<file path="src/rtl/vx_bar_sched_pkg.sv">
// Shared types and sizing for the local barrier unit.
//   NUM_WARPS / NUM_BARRIERS : core warp count and barrier slot count
//   NW_W / NB_W              : warp-id and slot-id widths (never below 1)
//   bar_req_t                : decoded barrier request fields
//   warp_bit()               : one-hot warp mask from a warp id
package vx_bar_sched_pkg;

  localparam int NUM_WARPS    = 4;
  localparam int NUM_BARRIERS = 8;
  localparam int NW_W = (NUM_WARPS    > 1) ? $clog2(NUM_WARPS)    : 1;
  localparam int NB_W = (NUM_BARRIERS > 1) ? $clog2(NUM_BARRIERS) : 1;

  typedef struct packed {
    logic [NB_W-1:0] id;
    logic [NW_W-1:0] size_m1;
    logic            is_arrive;
    logic            is_async;
    logic            phase;
  } bar_req_t;

  function automatic logic [NUM_WARPS-1:0] warp_bit(input logic [NW_W-1:0] wid);
    return NUM_WARPS'(1) << wid;
  endfunction

endpackage

</file>
<file path="src/rtl/vx_bar_unlock_buf.sv">
// Merging unlock holding register with a valid/ready output.
//   clk, reset     : clock, async active-high reset
//   released       : warps released this cycle (may be empty)
//   unlock_valid   : holding register non-empty
//   unlock_ready   : scheduler accepts the current mask
//   unlock_mask    : warps to release
// A stalled mask is kept and new releases are OR-ed in, so no event is
// ever lost and the presented mask only gains bits under back-pressure.
module vx_bar_unlock_buf
  import vx_bar_sched_pkg::*;
(
  input  logic                 clk,
  input  logic                 reset,
  input  logic [NUM_WARPS-1:0] released,
  output logic                 unlock_valid,
  input  logic                 unlock_ready,
  output logic [NUM_WARPS-1:0] unlock_mask
);

  logic [NUM_WARPS-1:0] mask_next;

  assign mask_next = ((unlock_valid && !unlock_ready) ? unlock_mask : '0) | released;

  always_ff @(posedge clk or posedge reset) begin
    if (reset) begin
      unlock_mask  <= '0;
      unlock_valid <= 1'b0;
    end else begin
      unlock_mask  <= mask_next;
      unlock_valid <= |mask_next;
    end
  end

endmodule

</file>
<file path="src/rtl/vx_bar_sched.sv">
// Local barrier unit for one core, feeding the warp scheduler.
//   clk, reset        : clock, async active-high reset
//   req_*             : barrier arrive / wait request (valid/ready)
//   read_addr/phase   : combinational phase query with same-cycle bypass
//   flush_valid/id    : abort a slot; blocks requests that cycle
//   unlock_*          : merged release mask towards the scheduler
//   bar_active        : per-slot busy flag
module vx_bar_sched
  import vx_bar_sched_pkg::*;
(
  input  logic                    clk,
  input  logic                    reset,
  input  logic                    req_valid,
  output logic                    req_ready,
  input  logic [NW_W-1:0]         req_wid,
  input  logic [NB_W-1:0]         req_id,
  input  logic [NW_W-1:0]         req_size_m1,
  input  logic                    req_is_arrive,
  input  logic                    req_is_async,
  input  logic                    req_phase,
  input  logic [NB_W-1:0]         read_addr,
  output logic                    read_phase,
  input  logic                    flush_valid,
  input  logic [NB_W-1:0]         flush_id,
  output logic                    unlock_valid,
  input  logic                    unlock_ready,
  output logic [NUM_WARPS-1:0]    unlock_mask,
  output logic [NUM_BARRIERS-1:0] bar_active
);

  logic [NUM_WARPS-1:0] slot_mask  [NUM_BARRIERS];
  logic [NW_W-1:0]      slot_count [NUM_BARRIERS];
  logic [NUM_BARRIERS-1:0] slot_phase;

  bar_req_t             req;
  logic                 fire;
  logic [NUM_WARPS-1:0] wbit;
  logic [NUM_WARPS-1:0] cur_mask;
  logic [NW_W-1:0]      cur_count;
  logic                 cur_phase;

  logic                 upd_en;
  logic [NB_W-1:0]      upd_id;
  logic [NUM_WARPS-1:0] upd_mask;
  logic [NW_W-1:0]      upd_count;
  logic                 upd_phase;
  logic [NUM_WARPS-1:0] released;

  always_comb begin
    req.id        = req_id;
    req.size_m1   = req_size_m1;
    req.is_arrive = req_is_arrive;
    req.is_async  = req_is_async;
    req.phase     = req_phase;
  end

  // Flush owns the single update port, so requests are refused that cycle.
  assign req_ready = ~flush_valid;
  assign fire      = req_valid & req_ready;
  assign wbit      = warp_bit(req_wid);
  assign cur_mask  = slot_mask[req.id];
  assign cur_count = slot_count[req.id];
  assign cur_phase = slot_phase[req.id];

  always_comb begin
    upd_en    = 1'b0;
    upd_id    = req.id;
    upd_mask  = cur_mask;
    upd_count = cur_count;
    upd_phase = cur_phase;
    released  = '0;
    if (flush_valid) begin
      upd_en    = 1'b1;
      upd_id    = flush_id;
      upd_mask  = '0;
      upd_count = '0;
      upd_phase = slot_phase[flush_id];
      released  = slot_mask[flush_id];
    end else if (fire) begin
      upd_en = 1'b1;
      if (req.is_arrive) begin
        if (cur_count == req.size_m1) begin
          upd_mask  = '0;
          upd_count = '0;
          upd_phase = ~cur_phase;
          released  = cur_mask | (req.is_async ? '0 : wbit);
        end else begin
          upd_count = cur_count + NW_W'(1);
          if (!req.is_async) upd_mask = cur_mask | wbit;
        end
      end else if (req.phase != cur_phase) begin
        // Phase already advanced past what the warp saw: release at once.
        released = wbit;
      end else begin
        upd_mask = cur_mask | wbit;
      end
    end
  end

  always_ff @(posedge clk or posedge reset) begin
    if (reset) begin
      for (int i = 0; i < NUM_BARRIERS; i++) begin
        slot_mask[i]  <= '0;
        slot_count[i] <= '0;
      end
      slot_phase <= '0;
    end else if (upd_en) begin
      slot_mask[upd_id]  <= upd_mask;
      slot_count[upd_id] <= upd_count;
      slot_phase[upd_id] <= upd_phase;
    end
  end

  assign read_phase = (upd_en && upd_id == read_addr) ? upd_phase : slot_phase[read_addr];

  always_comb begin
    bar_active = '0;
    for (int i = 0; i < NUM_BARRIERS; i++)
      bar_active[i] = (slot_count[i] != '0) || (slot_mask[i] != '0);
  end

  vx_bar_unlock_buf u_unlock_buf (
    .clk          (clk),
    .reset        (reset),
    .released     (released),
    .unlock_valid (unlock_valid),
    .unlock_ready (unlock_ready),
    .unlock_mask  (unlock_mask)
  );

endmodule

</file>
<file path="config.mk">
export PLATFORM = sky130hd
export DESIGN_NAME = vx_bar_sched
export DESIGN_NICKNAME = d
export VERILOG_FILES = /design/src/rtl/vx_bar_sched_pkg.sv /design/src/rtl/vx_bar_unlock_buf.sv /design/src/rtl/vx_bar_sched.sv
export SDC_FILE = /design/constraint.sdc
export NUM_CORES = 1
export LEC_CHECK = 0
export CAP_MARGIN = 20
export CORE_MARGIN = 8
export CORE_UTILIZATION = 55
export CTS_CLUSTER_SIZE = 24
export DETAILED_ROUTE_END_ITERATION = 6
export MAX_ROUTING_LAYER = met4
export PLACE_DENSITY_LB_ADDON = 0.2
export SETUP_SLACK_MARGIN = 0.05
export SYNTH_ARGS = -nofsm -noshare
export SYNTH_HDL_FRONTEND = slang
export SYNTH_SLANG_ARGS = --single-unit
</file>
<file path="constraint.sdc">
create_clock -name clk -period 3.5 [get_ports clk]
set_input_delay 0.35 -clock clk [delete_from_list [all_inputs] [get_ports clk]]
set_output_delay 0.35 -clock clk [all_outputs]
set_load 0.01 [all_outputs]
</file>
### After elaboration in Yosys (flattened, before gate mapping)

Index checks and enable logic that the tools add are counted.

* add/sub/neg operators: 1
* order comparisons: 9
* eq/ne operators: 3
* shift-type cells: 1
* multiplexer cells: 49
* bitwise gates (word level): 9
* reductions and logical operators: 30

Operators with widths (number)
* 4-bit 2-to-1 mux: 18
* 32-bit bitwise mux: 1
* 4-bit nonzero test: 8
* 4-bit binary-select mux with 3-bit select: 2
* 16-bit bitwise mux: 1
* 3-bit by 4-bit < comparator with 1-bit output, second input constant: 4
* 2-bit nonzero test: 8
* 2-bit 2-to-1 mux: 7
* 4-bit demux with 3-bit select: 1
* 4-bit >= comparator, second input constant: 3
* 3-bit inverter with 4-bit output: 3
* 4-bit OR: 3
* 1-bit 2-to-1 mux: 11
* 1-bit binary-select mux with 3-bit select: 3
* 8-bit bitwise mux: 1
* 1-bit logical OR: 8
* 2-bit binary-select mux with 3-bit select: 1
* 2-bit demux with 3-bit select: 1
* 1-bit logical AND: 4
* 4-bit by 1-bit < comparator with 1-bit output, second input constant: 1
* 4-bit OR reduction: 1
* 1-bit by 2-bit << shifter with 4-bit output, first input constant: 1
* 1-bit demux with 3-bit select: 1
* 3-bit equality test: 1
* 8 further kinds: 9

* flip-flop bits (word level): 61
* input port bits: 21
* output and inout port bits: 15

### Longest topological paths before layout

Gate-level depths: netlist of the first run.

* depth after elaboration: 11
* mapped depth: 9

### Hierarchy

From an unflattened synthesis of the first run, not the netlist that was laid out.

* cell total of the unflattened synthesis: 382
* area, all modules: 3834.9 µm²

By module, submodules not included
* vx_bar_sched: times used 1, cells an instance 368, area each 3646.0 µm², seq. area each 1401.3 µm²
* vx_bar_unlock_buf: times used 1, cells an instance 14, area each 188.9 µm², seq. area each 125.1 µm²

### Worst setup path after synthesis of the first run

OpenSTA, ideal clock, no wires.

* path kind: in2out
* start point: input port req_id[0]
* end point: output port read_phase
* arrival: 1.964 ns
* required time: 3.150 ns
* setup slack: 1.186 ns
* stages: 8
* buffers on the path: 1
* path through: buf_6 mux2i_1 a22oi_1 a211oi_2 o2111ai_2 xnor2_1 mux2_2 o21ai_1

* word-level cells in the longest chain between the ends: 10

RTL lines
* start: declaration: line vx_bar_sched.sv:16 `input logic [NB_W-1:0] req_id,`
* 3-bit inverter with 4-bit output (implied by the code): line vx_bar_sched.sv:62 `assign cur_count = slot_count[req.id];`
* 2-bit binary-select mux with 3-bit select: line vx_bar_sched.sv:62
* 2-bit 2-to-1 mux (implied by the code) (2 in series): line vx_bar_sched.sv:62
* 2-bit equality test: line vx_bar_sched.sv:82 `if (cur_count == req.size_m1) begin`
* 1-bit 2-to-1 mux: line vx_bar_sched.sv:82
* 1-bit 2-to-1 mux: line vx_bar_sched.sv:81 `if (req.is_arrive) begin`
* 1-bit 2-to-1 mux: line vx_bar_sched.sv:79 `end else if (fire) begin`
* 1-bit 2-to-1 mux: line vx_bar_sched.sv:72 `if (flush_valid) begin`
* 1-bit 2-to-1 mux *: line vx_bar_sched.sv:114 `assign read_phase = (upd_en && upd_id == read_addr) ? upd_phase : slot_phase[read_addr];`
* end: declaration: line vx_bar_sched.sv:22 `output logic read_phase,`

Mark *: on every way between the ends. The rest lies on a longest branch, timed or not. The select of a mux whose other input is x is not followed.

### Final worst setup path of the first run

Ends and elaborated chain as after synthesis.

==> results of run 1 <==
==> worst min-delay path by stage <==
stage | cells past startpoint | slack (ns) | end
global route | 2 | 0.41 | slot_mask[11]$_DFFE_PP0P_
detailed placement | 2 | 0.50 | slot_count[9]$_DFFE_PP0P_
global placement | 2 | 0.49 | slot_count[5]$_DFFE_PP0P_
CTS | 2 | 0.37 | slot_mask[11]$_DFFE_PP0P_
floorplan | 1 | 0.45 | u_unlock_buf.unlock_mask[0]$_DFF_PP0_
finish | 2 | 0.36 | slot_count[11]$_DFFE_PP0P_
==> per-layer routing <==
layer / GRT usage / wire (um)
met1: 0.2996 / 4331
met5: - / 0
met2: 0.3347 / 4887
met3: 0.05638 / 1047
met4: 0.07910 / 204
==> registers in the layout, indices dropped and copies added (netlist names) <==
signal,count
slot_mask,32
slot_count,16
slot_phase,8
u_unlock_buf.unlock_mask,4
u_unlock_buf.unlock_valid,1
==> cell usage in the layout, fill, tap and decap left out, drive strengths merged, types with 2 or more instances in the layout <==
cell,synthesis,layout
a211oi,2,2
a21oi,3,3
a22o,3,3
a22oi,5,5
a31oi,5,5
and2,5,5
buf,6,14
clkbuf,11,12
clkdlybuf4s50,0,34
clkinv,0,3
dfrtp,61,61
inv,9,9
mux2,14,14
mux2i,15,15
mux4,22,22
nand2,78,78
nand3,7,7
nor2,11,11
nor2b,5,5
nor4,9,9
o21ai,30,30
o22ai,3,3
o2bb2ai,2,2
o31ai,26,26
xor2,5,5
==> critical path: cells and delay by family <==
| kind | cells | cell delay, ns |
|---|---|---|
| buf+inv | 3 | 0.87 |
| compound gates | 4 | 0.78 |
| mux | 2 | 0.52 |
| xor+xnor | 1 | 0.15 |
==> kinds of logic (layout without fill, tap and decap cells) <==
family / after synthesis / count (layout)
muxes: 51 / 51
buffers and inverters: 26 / 74
and+or+nand+nor: 120 / 120
xor gates and xnor gates: 6 / 6
DFF: 61 / 61
AOI/OAI and AO/OA: 89 / 89
==> where the power goes <==
| group | internal [uW] | switching [uW] | total (uW) |
|---|---|---|---|
| Combinational | 340 | 344 | 684 |
| Sequential | 805 | 110 | 915 |
| Clock | 329 | 284 | 613 |
==> through the flow <==
| stage | power [uW] | instances | setup WS, ns |
|---|---|---|---|
| after global placement | 1574 | 463 | 0.1237 |
| after CTS | 2206 | 480 | 0.05450 |
| final | 2213 | 481 | 0.4712 |
| after global routing | 2309 | 481 | 0.3049 |
| after floorplan | 1312 | 353 | 1.186 |
| after detailed placement | 1598 | 463 | 0.05096 |
==> repair_timing <==
item	in CTS	in global routing
endpoints found under the hold margin	0	0
setup buffers	1	1
gates resized for setup	0	4
pin swaps	1	1
endpoints found under the setup margin	1	1
==> area by class of cell <==
cell class / instances / area share
inverter: 9 / 0.007561
clock buffer: 12 / 0.03024
timing repair buffer: 49 / 0.1053
clock inverter: 4 / 0.01092
multi-input combinational: 266 / 0.4819
sequential: 61 / 0.3416
tap: 80 / 0.02240
==> flow_summary.json, run 1 <==
{
  "status": "completed",
  "setup-tns-final_ns": 0,
  "ys_seq_area_frac": 0.4030,
  "yosys.area_share.adder": 0,
  "hp-class": "in -> async",
  "synth_ff_type": "dfrtp_1",
  "endpoint": "read_phase",
  "r2r_cells": 9,
  "r2r-start": "slot_count[3]$_DFFE_PP0P_",
  "final_hold_viol_count": 0,
  "drive_gt1_frac": 0.2344,
  "critical_path.startpoint": "req_id[0]",
  "rows": 30,
  "synth.area.top_cells": "dfrtp_1 (40%), mux4_2 (13%), nand2_1 (7.7%)",
  "crit_type": "in -> out",
  "arrival_ns": 2.68,
  "slew_headroom": 0.4789,
  "synth_top_cell_by_area": "dfrtp_1",
  "ctsHoldBuffers": 0,
  "yosys.area.top_type_share": 0.4030,
  "drt-initial-drc-count": 301,
  "cts_tree": "built",
  "antenna_left": 0,
  "finClkSkew_ns": 0.01108,
  "final_area_um2": 4468,
  "grt_usage": 0.2277,
  "nets": 417,
  "grt_pass1_wl_um": 16880,
  "p_leak_uw": 0.001889,
  "syn_nets": 374,
  "num_vias": 3216,
  "synth_top_family_by_area": "multiplexers",
  "synth.avg_cell_area_um2": 10.73,
  "setup_viol": 0,
  "synthMuxAreaShare": 0.2154,
  "vias_per_cell": 6.686,
  "cts.clk_slew.worst_paths_ns": 0.08,
  "cts_root_buffer": "clkbuf_8",
  "overflow": 0,
  "p_per_area_nw_per_um2": 495.2,
  "tightestPinTransition_ns": 0.7816,
  "antennaDiodeCount": 0,
  "hold_ws_ns": 0.3596,
  "async_flop_share": 1.000,
  "ios": 36,
  "synth_seq_cells": 61,
  "crit_path_end_kind": "output pin",
  "slew_viol_final": 0,
  "clk_path_buf_depth": 2,
  "htreeDepth": 3,
  "multi_input_area_um2": 2153,
  "worstReg2RegEnd": "slot_count[10]$_DFFE_PP0P_",
  "synth-edff-count": 0,
  "syn_area_um2": 3787,
  "rsz0062_at_grt": "no",
  "r2r_slack_ns": 1.01,
  "synth_warnings": 0,
  "regArea_um2": 1526,
  "dp_hpwl_um": 7914,
  "port_buffers": 35,
  "clk_latency_ns": 0.35,
  "vdd_ir_drop_max_uv": 332.0,
  "synth_top_cells_by_count": "nand2_1 (78), dfrtp_1 (61), mux4_2 (22)",
  "drcViolationCount": 0,
  "fmax_mhz": 330.2,
  "cp_slowest_stage_delay_ns": 0.51,
  "synthSimpleGateAreaFrac": 0.1384,
  "die_area_um2": 9797,
  "ys_types": 49,
  "routed_wl_um": 10470,
  "synth_compound_area_frac": 0.1972,
  "min_period_ns": 3.029,
  "area_growth_pct": 17.97,
  "grt_max_degree": 38,
  "post_drt_wl_per_cell_um": 21.77,
  "min_period_over_period": 0.8654,
  "required_ns": 3.15,
  "worst_path_max_delay_cell": "clkdlybuf4s50_1",
  "synth-xor-area-share": 0.01388,
  "synth_most_common_cell": "nand2_1",
  "fp.dieH_um": 98.98,
  "path_cells": "clkdlybuf4s50_1, buf_12, mux2i_2, a22oi_2, a211oi_2, o2111ai_2, xnor2_1, mux2_2, o21ai_1, dlymetal6s2s_1",
  "drv_cap": 0,
  "dr.pass1.iters": 5,
  "place_congestion": 0.9550,
  "grt_antenna_before_repair": 0,
  "crit_fanout": 18,
  "clock_sinks": 61,
  "dieWidth_um": 98.98,
  "startpoint_type": "primary input",
  "final_core_utilization": 0.6650,
  "fill_cells": 529,
  "initial_core_util": 0.5637,
  "core_area_um2": 6719,
  "placed_area_um2": 4253,
  "synthCells": 353,
  "cts_buffers": 9,
  "first_global_vias": 3110
}
No activity file was read; power rests on OpenSTA's default activity.
==> inputs of run 2 (changes only) <==
--- a/config.mk
+++ b/config.mk
@@ -6,6 +6,7 @@
 export NUM_CORES = 1
 export LEC_CHECK = 0
 export CAP_MARGIN = 20
+export CORE_ASPECT_RATIO = 1.2
 export CORE_MARGIN = 8
 export CORE_UTILIZATION = 55
 export CTS_CLUSTER_SIZE = 24
==> run 2 against run 1 <==
Net effect: cell area up 0.53%; non-clock buffer count fell by 1; combinational power down 0.6%; global-route usage shrank 0.47 points; power grew 3.3%; clock power increased by 14%; via count down 2.1%.
==> flow_summary.json, run 2 (synthesis results as in run 1) <==
{
  "status": "completed",
  "setup-tns-final_ns": 0,
  "rsz0062_at_grt": "no",
  "setup_viol": 0,
  "startpoint_type": "primary input",
  "grt_usage": 0.2230,
  "finClkSkew_ns": 0.009884,
  "crit_fanout": 18,
  "p_per_area_nw_per_um2": 509.0,
  "p_leak_uw": 0.001892,
  "regArea_um2": 1526,
  "grt_antenna_before_repair": 0,
  "drive_gt1_frac": 0.2300,
  "ios": 36,
  "clock_sinks": 61,
  "ctsHoldBuffers": 0,
  "overflow": 0,
  "hp-class": "in -> async",
  "dp_hpwl_um": 7810,
  "nets": 416,
  "p_total_uw": 2287,
  "combinationalPowerShare": 0.298,
  "rows": 33,
  "arrival_ns": 2.71,
  "crit_path_end_kind": "output pin",
  "fmax_mhz": 326.5,
  "clk_latency_ns": 0.35,
  "final_hold_viol_count": 0,
  "largest_reg_flops": 32,
  "cts_tree": "built",
  "routed_wl_um": 10220,
  "min_period_over_period": 0.8750,
  "htreeDepth": 3,
  "drcViolationCount": 0,
  "fill_cells": 530,
  "hold_ws_ns": 0.3861,
  "top_regs": "slot_mask x32, slot_count x16, slot_phase x8",
  "min_period_ns": 3.062,
  "instances_no_fill": 487,
  "grt_max_degree": 34,
  "cts_root_buffer": "clkbuf_8",
  "initial_core_util": 0.5593,
  "die_area_um2": 9808,
  "clk_path_buf_depth": 2,
  "switchingPower_uw": 740.3,
  "vias_per_cell": 6.466,
  "cts.clk_slew.worst_paths_ns": 0.08,
  "num_vias": 3149,
  "fp.dieH_um": 106.9,
  "largest_register": "slot_mask",
  "post_drt_wl_per_cell_um": 20.98,
  "dr.pass1.iters": 5,
  "slew_headroom": 0.4290,
  "clock_power_share": 0.305,
  "antenna_left": 0,
  "first_global_vias": 3138,
  "tightestPinTransition_ns": 0.8544,
  "crit_type": "in -> out",
  "layout_common_cells": "nand2_1 (78), dfrtp_1 (61), clkdlybuf4s50_1 (34)",
  "port_buffers": 35,
  "core_area_um2": 6771,
  "seqPwrFrac": 0.398,
  "grt_pass1_wl_um": 16630,
  "drv_cap": 0,
  "dieWidth_um": 91.75,
  "area_growth_pct": 18.60,
  "antennaDiodeCount": 0,
  "vdd_ir_drop_max_uv": 335.2,
  "dp.cells": 470,
  "required_ns": 3.15,
  "cts_buffers": 9,
  "swShare": 0.3238,
  "slew_viol_final": 0,
  "place_congestion": 0.9267,
  "layout_commonest_cell": "nand2_1",
  "intPower_uw": 1546,
  "multi_input_area_um2": 2145,
  "drt-initial-drc-count": 314
}
## run 2: cell types whose count changed in the layout (fill, tap and decap cells not counted), sizes merged
cell,previous run,this run
buf,14,13
clkinvlp,0,2
clkinv,3,0
clkbuf,12,11
inv,9,10
bufinv,1,2
## run 2: critical path: stages
cell and delay, ns:
clkdlybuf4s50_1 0.51, buf_12 0.19, mux2i_1 0.25, a22oi_1 0.14, a211oi_2 0.33, o2111ai_2 0.22
xnor2_1 0.17, mux2_2 0.28, o21ai_1 0.11, dlymetal6s2s_1 0.17
## run 2: power by group through the flow
| stage | Sequential [uW] | Clock, uW | Combinational [uW] |
|---|---|---|---|
| final | 909 | 697 | 680 |
| after global routing | 918 | 727 | 737 |
| after CTS | 905 | 700 | 680 |
| after detailed placement | 918 | 0 | 677 |
| after global placement | 918 | 0 | 659 |
| after floorplan | 881 | 0 | 432 |
## run 2: metrics by stage
| step | cell area, um^2 | setup slack (ns) | util |
|---|---|---|---|
| after floorplan | 3787 | 1.186 | - |
| after global placement | 4262 | 0.1438 | 0.6293 |
| after detailed placement | 4262 | 0.09542 | 0.6293 |
| after CTS | 4477 | 0.08988 | 0.6611 |
| after global routing | 4492 | 0.3344 | 0.6633 |
| final | 4492 | 0.4375 | 0.6633 |
## run 2: metal layers
layer | part of all wire | GRT usage | wire [um]
met1 | 0.41 | 0.2813 | 4207
met2 | 0.48 | 0.3387 | 4889
met3 | 0.083 | 0.04542 | 844
met4 | 0.027 | 0.1050 | 274
met5 | 0 | - | 0
## run 2: worst paths after layout
path	start	to	slack [ns]	cells past startpoint
min in group clk	slot_count[5]$_DFFE_PP0P_	slot_count[5]$_DFFE_PP0P_	0.52	2
max in group asynchronous	reset	slot_mask[30]$_DFFE_PP0P_	2.26	3
min reg2reg	slot_count[5]$_DFFE_PP0P_	slot_count[5]$_DFFE_PP0P_	0.52	2
min	reset	slot_mask[19]$_DFFE_PP0P_	0.39	2
max	req_id[0]	read_phase	0.44	10
max reg2reg	slot_count[13]$_DFFE_PP0P_	slot_mask[21]$_DFFE_PP0P_	1.02	9
## run 2: cell type report
type,instances,area share
sequential,61,0.3398
timing repair buffer,48,0.1031
clock inverter,5,0.01866
inverter,9,0.007521
tap,87,0.02423
multi-input combinational,266,0.4774
clock buffer,11,0.02925
## run 2: timing repair
action / 4_1_cts / 5_1_grt
buffers inserted: 0 / 1
setup endpoints to repair: 0 / 1
resized for setup: 0 / 2
